<file path="config.mk">
export PLATFORM = sky130hd
export DESIGN_NAME = dmem_arbiter
export DESIGN_NICKNAME = d
export VERILOG_FILES = /design/src/rtl/dmem_arb_pkg.sv /design/src/rtl/rr_lock_pick.sv /design/src/rtl/dmem_arbiter.sv
export SDC_FILE = /design/constraint.sdc
export NUM_CORES = 1
export LEC_CHECK = 0
export BUFFER_PORTS_ARGS = -buffer_cell sky130_fd_sc_hd__buf_4
export CORE_AREA = 8 8 67 113
export CTS_CLUSTER_SIZE = 14
export DETAILED_ROUTE_END_ITERATION = 10
export DIE_AREA = 0 0 75 121
export GPL_TIMING_DRIVEN = 0
export PLACE_DENSITY_LB_ADDON = 0.1
export SYNTH_ARGS = -nofsm -noshare
export SYNTH_HDL_FRONTEND = slang
export SYNTH_HIERARCHICAL = 1
export SYNTH_SLANG_ARGS = --single-unit
</file>
<file path="constraint.sdc">
create_clock -name clk -period 1.81 [get_ports clk]
set_clock_uncertainty 0.15 [all_clocks]
set_input_delay 0.181 -clock clk [delete_from_list [all_inputs] [get_ports clk]]
set_output_delay 0.181 -clock clk [all_outputs]
set_load 0.01 [all_outputs]
</file>
<file path="src/rtl/dmem_arb_pkg.sv">
// dmem_arb_pkg: shared FSM state encodings and requester ids for the data-memory arbiter
package dmem_arb_pkg;
  localparam logic [1:0] IDLE  = 2'd0;
  localparam logic [1:0] GRANT = 2'd1;
  localparam logic [1:0] RESP  = 2'd2;
  localparam logic REQ_CPU = 1'b0;
  localparam logic REQ_DMA = 1'b1;
endpackage

</file>
<file path="src/rtl/rr_lock_pick.sv">
// rr_lock_pick: 2-way round-robin pick with bounded DMA burst lock; reqs_i[0]=CPU, reqs_i[1]=DMA, winner_o=REQ_* id
module rr_lock_pick
  import dmem_arb_pkg::*;
#(
  parameter int HW       = 4,
  parameter int MAX_HOLD = 4
) (
  input  logic [1:0]    reqs_i,
  input  logic          owner_i,
  input  logic          lock_i,
  input  logic [HW-1:0] hold_cnt_i,
  output logic          winner_o
);
  logic keep_dma;
  assign keep_dma = owner_i == REQ_DMA && lock_i && hold_cnt_i < HW'(MAX_HOLD);
  // a lone requester wins outright; under contention the lock may keep DMA, else alternate
  assign winner_o = reqs_i == 2'b11 ? (keep_dma ? REQ_DMA : ~owner_i) : reqs_i[1];
endmodule

</file>
<file path="src/rtl/dmem_arbiter.sv">
// dmem_arbiter: CPU/DMA arbiter for a single-port sync memory; registered mem_* command, gnt pulse in GRANT, rvalid pulse in RESP, rdata_o = mem_rdata_i
module dmem_arbiter
  import dmem_arb_pkg::*;
#(
  parameter int AW       = 16,
  parameter int DW       = 16,
  parameter int MAX_HOLD = 4
) (
  input  logic          clk,
  input  logic          rst_n,
  input  logic          cpu_req_i,
  input  logic          cpu_we_i,
  input  logic [AW-1:0] cpu_addr_i,
  input  logic [DW-1:0] cpu_wdata_i,
  output logic          cpu_gnt_o,
  output logic          cpu_rvalid_o,
  input  logic          dma_req_i,
  input  logic          dma_we_i,
  input  logic          dma_lock_i,
  input  logic [AW-1:0] dma_addr_i,
  input  logic [DW-1:0] dma_wdata_i,
  output logic          dma_gnt_o,
  output logic          dma_rvalid_o,
  output logic [DW-1:0] rdata_o,
  output logic [AW-1:0] mem_addr_o,
  output logic [DW-1:0] mem_wdata_o,
  output logic          mem_wen_o,
  output logic          mem_ren_o,
  input  logic [DW-1:0] mem_rdata_i,
  output logic          owner_o
);
  localparam int HW = 4;
  logic [1:0]    state_q, state_d;
  logic          owner_q, owner_d;
  logic [HW-1:0] hold_q, hold_d;
  logic          we_q, we_d;
  logic [AW-1:0] addr_q, addr_d;
  logic [DW-1:0] wdata_q, wdata_d;
  logic          wen_q, wen_d, ren_q, ren_d;
  logic          cgnt_q, cgnt_d, dgnt_q, dgnt_d;
  logic          crv_q, crv_d, drv_q, drv_d;
  logic          win;

  rr_lock_pick #(.HW(HW), .MAX_HOLD(MAX_HOLD)) u_pick (
    .reqs_i    ({dma_req_i, cpu_req_i}),
    .owner_i   (owner_q),
    .lock_i    (dma_lock_i),
    .hold_cnt_i(hold_q),
    .winner_o  (win)
  );

  always_comb begin
    state_d = IDLE;
    owner_d = owner_q;
    hold_d  = hold_q;
    we_d    = we_q;
    addr_d  = addr_q;
    wdata_d = wdata_q;
    wen_d   = 1'b0;
    ren_d   = 1'b0;
    cgnt_d  = 1'b0;
    dgnt_d  = 1'b0;
    crv_d   = 1'b0;
    drv_d   = 1'b0;
    if (state_q == GRANT) begin
      state_d = RESP;
      crv_d   = !we_q && owner_q == REQ_CPU;
      drv_d   = !we_q && owner_q == REQ_DMA;
    end else if (cpu_req_i || dma_req_i) begin
      // IDLE and RESP both sample requests, giving back-to-back accesses every 2 cycles
      state_d = GRANT;
      owner_d = win;
      we_d    = win ? dma_we_i : cpu_we_i;
      addr_d  = win ? dma_addr_i : cpu_addr_i;
      wdata_d = win ? dma_wdata_i : cpu_wdata_i;
      wen_d   = we_d;
      ren_d   = !we_d;
      cgnt_d  = win == REQ_CPU;
      dgnt_d  = win == REQ_DMA;
      hold_d  = (win == REQ_CPU || !dma_lock_i) ? '0 : hold_q == HW'(MAX_HOLD) ? hold_q : hold_q + 1'b1;
    end
  end

  always_ff @(posedge clk or negedge rst_n) begin
    if (!rst_n) begin
      state_q <= IDLE;
      owner_q <= REQ_DMA;
      hold_q  <= '0;
      we_q    <= 1'b0;
      addr_q  <= '0;
      wdata_q <= '0;
      wen_q   <= 1'b0;
      ren_q   <= 1'b0;
      cgnt_q  <= 1'b0;
      dgnt_q  <= 1'b0;
      crv_q   <= 1'b0;
      drv_q   <= 1'b0;
    end else begin
      state_q <= state_d;
      owner_q <= owner_d;
      hold_q  <= hold_d;
      we_q    <= we_d;
      addr_q  <= addr_d;
      wdata_q <= wdata_d;
      wen_q   <= wen_d;
      ren_q   <= ren_d;
      cgnt_q  <= cgnt_d;
      dgnt_q  <= dgnt_d;
      crv_q   <= crv_d;
      drv_q   <= drv_d;
    end
  end

  assign cpu_gnt_o    = cgnt_q;
  assign dma_gnt_o    = dgnt_q;
  assign cpu_rvalid_o = crv_q;
  assign dma_rvalid_o = drv_q;
  assign rdata_o      = mem_rdata_i;
  assign mem_addr_o   = addr_q;
  assign mem_wdata_o  = wdata_q;
  assign mem_wen_o    = wen_q;
  assign mem_ren_o    = ren_q;
  assign owner_o      = owner_q;
endmodule
</file>
==> results.py, run 1 <==
metrics = {
    "sta": {
        "min_period_over_period": 0.954,
        "worstMarginPinSlew_ns": 0.572,
        "hold_viol": 0,
        "maxSlewViolCount": 0,
        "finalCriticalPeriod_ns": 1.73,
        "setup_violations": 0,
        "rsz0062_at_grt": "yes",
        "max_freq_mhz": 579,
        "slew-limit-headroom": 0.619,
    },
    "logic_synthesis": {
        "ys_warn_count": 6,
        "netlist_instances": 210,
        "synth_flop_cell": "dfrtp_1",
        "ys_seq_elements": 46,
        "synth_nets": 299,
        "synth_top_area_frac": 0.491,
        "synth_area_mm2": 0.00229,
        "synth.yosys.seq_area_share": 0.503,
        "avgSynthCellArea_um2": 10.9,
        "yosysUniqueCellTypes": 36,
        "synth_edf_count": 0,
        "synth_largest_area_cell": "dfrtp_1",
        "synthTopCellsByArea": "dfrtp_1, mux2i_1, o21ai_0",
        "synthArstFlopShare": 1.00,
    },
    "worst_setup_path": {
        "slowest_delay_ns": 0.56,
        "critPathRequiredTime_ns": 1.85,
        "cp.arrival_ns": 1.77,
        "end_kind": "register",
        "path_class": "register to register",
        "crit_path_cell_trace": "nand2_1 -> o21a_1 -> buf_6 -> nand2_2 -> o211ai_1 -> mux2_1",
        "cp_slowest_cell": "dfstp_2",
        "crit_fanout": 8,
        "startpoint_type": "register",
    },
    "finish": {
        "finalNetCount": 437,
        "drive_gt1_frac": 0.507,
        "fillers": 582,
        "diodes": 0,
        "area_growth_pct": 53.0,
        "fin_area_mm2": 0.00351,
    },
    "drt": {
        "vias": 2073,
        "drt_iter0_drc": 71,
        "final_antenna_net_count": 0,
        "drc": 0,
        "viasPerCell": 4.83,
        "first_pass_iters": 4,
        "wirelength_um": 6760,
        "wire_per_inst_um": 15.8,
    },
    "job": {
        "max_cap_violations": 0,
    },
    "power_and_ir_drop": {
        "p_seq_frac": 0.381,
        "ir_worst_vdd_uv": 592,
        "leakage_nw": 1.78,
        "combPwrFrac": 0.468,
        "p_int_w": 0.00279,
        "switchingPower_w": 0.00155,
        "total_power_w": 0.00434,
        "clockPowerShare": 0.151,
        "power_density_mw_per_mm2": 1240,
        "sw_frac_of_total": 0.357,
    },
    "placement": {
        "place.gp.congestion": 0.774,
        "portBuffers": 125,
        "postPlaceCellArea_mm2": 0.00333,
        "dp_hpwl_um": 5300,
    },
    "floorplanning": {
        "pin_count": 142,
        "die-area_mm2": 0.00908,
        "core_mm2": 0.00604,
        "fp-row-count": 38,
        "die_w_um": 75,
        "start_util": 0.380,
        "die_y_um": 121,
    },
    "global_route": {
        "antenna_found_initial": 0,
        "grt_overflow": 0,
        "grt_max_degree": 47,
        "grt_util_all_layers": 0.150,
        "grt_pass1_vias": 2170,
        "grt_pass1_wl_um": 10600,
    },
    "clocking": {
        "cts-htree-levels": 2,
        "clk_latency_ns": 0.30,
        "clockBufferDepth": 2,
        "clkTransAtPathRegs_ns": 0.09,
        "clock-sinks": 46,
        "root_buffer": "clkbuf_8",
        "cts_tree": "done",
        "numCtsBuffers": 5,
    },
    "worst_hold_path": {
        "hp-class": "primary input to register",
    },
    "status": {
        "outcome": "completed",
    },
}
layer usage:
| metal | global-route usage | part of all wire | vias up |
|---|---|---|---|
| met5 | 0 | 0 | - |
| met4 | 0.0519 | 0.013 | 0 |
| met3 | 0.0522 | 0.085 | 7 |
| met2 | 0.254 | 0.54 | 72 |
| met1 | 0.166 | 0.36 | 996 |
| li1 | - | - | 998 |
metrics by stage:
stage / setup WS, ns / util / hold slack, ns / setup TNS (ns) / instances
finish: 0.0838 / 0.581 / 0.0147 / 0 / 429
global route: -0.0193 / 0.581 / 0.0208 / -0.0554 / 429
CTS: 0.0214 / 0.572 / 0.0111 / 0 / 424
detailed placement: -0.0351 / 0.552 / 0.0734 / -0.0983 / 415
global placement: -0.0314 / 0.552 / 0.0765 / -0.0390 / 415
floorplan: 0.0661 / - / -0.265 / 0 / 210
cell usage in the layout (no fill, tap or decap), drive strengths merged:
master | synthesis | final
buf | 25 | 156
o21ai | 64 | 64
dfrtp | 45 | 45
mux2i | 33 | 33
clkbuf | 6 | 11
inv | 4 | 4
nor2 | 4 | 4
and3 | 3 | 3
nand2 | 3 | 3
o211ai | 2 | 2
a22o | 2 | 2
a21oi | 2 | 2
ha | 2 | 2
nand2b | 2 | 2
nor3b | 2 | 2
or2 | 1 | 1
nor3 | 1 | 1
nand3b | 1 | 1
nor4b | 1 | 1
mux2 | 1 | 1
a21o | 1 | 1
nor2b | 1 | 1
a31o | 1 | 1
a31oi | 1 | 1
clkinv | 0 | 1
clkinvlp | 0 | 1
dlygate4sd3 | 0 | 1
dfstp | 1 | 1
o21a | 1 | 1
final timing paths:
path | startpoint | end | slack [ns] | cells past startpoint
worst min register to register | we_q | cpu_rvalid_o | 0.31 | 1
worst max register to register | owner_o | hold_q[0] | 0.08 | 6
max in group asynchronous | rst_n | hold_q[3] | 0.82 | 2
worst max-delay path | owner_o | hold_q[0] | 0.08 | 6
worst min-delay path | cpu_we_i | mem_wen_o | 0.01 | 3
min in group asynchronous | rst_n | mem_addr_o[7] | 0.28 | 2
worst max-delay path, delay by kind of cell (launching register included):
kind | cells | cell delay (ns)
AND/OR/NAND/NOR | 2 | 0.17
multiplexers | 1 | 0.30
flip-flops | 1 | 0.56
AO/OA/AOI/OAI | 2 | 0.29
buffers and inverters | 1 | 0.15
layout make-up:
type                       count  area [um^2]  area share
sequential                    46         1150       0.329
timing repair buffer         131          986       0.281
multi-input combinational    129          910       0.259
buffer                        31          245      0.0699
tap                           80          100      0.0285
clock buffer                   6         82.6      0.0235
inverter                       4         17.5     0.00499
clock inverter                 2         12.5     0.00357
repair_timing:
item                                   4_1_cts  5_1_grt
gates resized for setup                      5        5
setup endpoints to repair                   18       26
buffers inserted                             0        5
hold buffers                                 1        0
endpoints found under the hold margin       45        0
registers in the layout (all words and copies together), names as in the netlist:
name          cells
mem_addr_o       16
mem_wdata_o      16
hold_q            4
state_q           2
cpu_gnt_o         1
cpu_rvalid_o      1
dma_gnt_o         1
dma_rvalid_o      1
mem_ren_o         1
mem_wen_o         1
owner_o           1
we_q              1
power by group through the flow:
stage	logic, W	registers (W)	clock network, W
3_5_place_dp	0.00201	0.00167	0
6_report	0.00203	0.00165	0.000654
2_1_floorplan	0.000830	0.00183	0
4_1_cts	0.00203	0.00166	0.000671
3_3_place_gp	0.00199	0.00166	0
5_1_grt	0.00225	0.00171	0.000707
cells in the mapped netlist (all sizes together) (2+ instances only):
| library cell | count |
|---|---|
| nor3b | 2 |
| a21oi | 2 |
| o21ai | 64 |
| inv | 4 |
| buf | 25 |
| and3 | 3 |
| nand2b | 2 |
| ha | 2 |
| o211ai | 2 |
| nand2 | 3 |
| clkbuf | 6 |
| nor2 | 4 |
| a22o | 2 |
| dfrtp | 45 |
| mux2i | 33 |
kinds of logic after synthesis:
kind of cell / share of synthesized area
mux: 0.149
buf+inv: 0.103
compound gates: 0.171
simple gates: 0.0628
flops: 0.503
fa+ha+maj: 0.0109
(Power assumes the default switching activity.)
==> run 2, diff against run 1 <==
--- a/config.mk
+++ b/config.mk
@@ -11,6 +11,7 @@
 export DETAILED_ROUTE_END_ITERATION = 10
 export DIE_AREA = 0 0 75 121
 export GPL_TIMING_DRIVEN = 0
+export MAX_ROUTING_LAYER = met4
 export PLACE_DENSITY_LB_ADDON = 0.1
 export SYNTH_ARGS = -nofsm -noshare
 export SYNTH_HDL_FRONTEND = slang
==> results.py, run 2 (synthesized netlist as in run 1, its figures left out) <==
metrics = {
    "finish": {
        "fin_area_mm2": 0.00350,
        "area_growth_pct": 52.8,
        "finalNetCount": 437,
        "layout_common_cells": "buf_4, o21ai_0, dfrtp_1",
        "multi_input_area_um2": 910,
        "diodes": 0,
        "layout_commonest_cell": "buf_4",
        "fillers": 582,
        "regArea_mm2": 0.00115,
        "drive_gt1_frac": 0.507,
        "fin_cells": 429,
    },
    "drt": {
        "vias": 2073,
        "first_pass_iters": 4,
        "drt_iter0_drc": 92,
        "wire_per_inst_um": 15.8,
        "viasPerCell": 4.83,
        "final_antenna_net_count": 0,
        "wirelength_um": 6760,
        "drc": 0,
    },
    "floorplanning": {
        "die_w_um": 75,
        "core_mm2": 0.00604,
        "die-area_mm2": 0.00908,
        "pin_count": 142,
        "start_util": 0.380,
        "fp-row-count": 38,
        "die_y_um": 121,
    },
    "global_route": {
        "grt_max_degree": 47,
        "grt_pass1_vias": 2172,
        "grt_pass1_wl_um": 10600,
        "antenna_found_initial": 0,
        "grt_util_all_layers": 0.155,
        "grt_overflow": 0,
    },
    "worst_setup_path": {
        "slowest_delay_ns": 0.56,
        "path_class": "register to register",
        "reg2reg_setup_slack_ns": 0.07,
        "critPathRequiredTime_ns": 1.84,
        "cp_slowest_cell": "dfstp_2",
        "cp.arrival_ns": 1.77,
        "crit_path_cell_trace": "nand2_1 -> o21a_1 -> buf_6 -> nand2_2 -> o211ai_1 -> mux2_1",
        "crit_fanout": 8,
        "end_kind": "register",
        "startpoint_type": "register",
    },
    "clocking": {
        "clk_latency_ns": 0.29,
        "clockBufferDepth": 2,
        "numCtsBuffers": 5,
        "cts-htree-levels": 2,
        "root_buffer": "clkbuf_8",
        "cts_tree": "done",
        "clkTransAtPathRegs_ns": 0.09,
        "clock-sinks": 46,
    },
    "sta": {
        "worstMarginPinSlew_ns": 0.581,
        "timing.hold.ws_ns": 0.0151,
        "min_period_over_period": 0.960,
        "setup_violations": 0,
        "rsz0062_at_grt": "yes",
        "finalCriticalPeriod_ns": 1.74,
        "max_freq_mhz": 575,
        "hold_viol": 0,
        "slew-limit-headroom": 0.613,
        "maxSlewViolCount": 0,
    },
    "power_and_ir_drop": {
        "power_density_mw_per_mm2": 1240,
        "ir_worst_vdd_uv": 595,
        "p_seq_frac": 0.381,
        "switchingPower_w": 0.00155,
        "leakage_nw": 1.78,
        "clockPowerShare": 0.150,
        "total_power_w": 0.00433,
        "combPwrFrac": 0.469,
        "p_int_w": 0.00279,
        "sw_frac_of_total": 0.357,
    },
    "placement": {
        "place.gp.congestion": 0.785,
        "dp_hpwl_um": 5300,
        "dp_cells": 415,
        "portBuffers": 125,
        "postPlaceCellArea_mm2": 0.00333,
    },
    "status": {
        "outcome": "completed",
    },
    "worst_hold_path": {
        "hp-class": "primary input to register",
    },
    "job": {
        "max_cap_violations": 0,
    },
}
-- run 2: cell counts in the layout (fill, tap and decap cells not counted) --
Identical to the previous run, type by type.
-- run 2: power by group through the flow --
stage          logic (W)  registers (W)  clock network [W]
5_1_grt          0.00224        0.00171           0.000711
6_report         0.00203        0.00165           0.000650
2_1_floorplan   0.000830        0.00183                  0
3_5_place_dp     0.00201        0.00167                  0
3_3_place_gp     0.00199        0.00166                  0
4_1_cts          0.00203        0.00166           0.000671
-- run 2: area by class of cell --
cell class	instances	area share
buffer	31	0.0689
clock buffer	6	0.0236
clock inverter	2	0.00357
inverter	4	0.00500
multi-input combinational	129	0.260
sequential	46	0.329
tap	80	0.0286
timing repair buffer	131	0.281
-- run 2: path summary, 6_finish.rpt --
path / start / to / cells after the start
max: owner_o / hold_q[0] / 6
min reg2reg: we_q / cpu_rvalid_o / 1
min: cpu_we_i / mem_wen_o / 3
min in group asynchronous: rst_n / mem_addr_o[7] / 2
max reg2reg: owner_o / hold_q[0] / 6
max in group asynchronous: rst_n / hold_q[3] / 2
-- run 2: worst max-delay path, delay by kind of cell (launching register included) --
kind	cells	cell delay [ns]
mux	1	0.30
compound gates	2	0.30
simple gates	2	0.17
buf+inv	1	0.15
flops	1	0.56
-- run 2: what timing repair did --
action                                  in CTS  in global routing
hold endpoints to repair                    45                  0
gates resized for setup                      5                  4
endpoints found under the setup margin      18                 25
setup buffers                                0                  5
hold buffers                                 1                  0
-- run 2: stage by stage --
stage                util  setup TNS (ns)  setup slack, ns
finish              0.580               0           0.0724
global route        0.580         -0.0533          -0.0143
CTS                 0.572               0           0.0214
detailed placement  0.552         -0.0983          -0.0351
global placement    0.552         -0.0390          -0.0314
floorplan               -               0           0.0661
-- run 2: metal layers --
| metal | part of all wire | track usage | routed length (um) | vias up |
|---|---|---|---|---|
| met5 | 0 | - | 0 | - |
| met4 | 0.013 | 0.0519 | 87 | 0 |
| met3 | 0.056 | 0.0290 | 380 | 7 |
| met2 | 0.54 | 0.255 | 3680 | 70 |
| met1 | 0.39 | 0.181 | 2620 | 996 |
| li1 | - | - | - | 1000 |
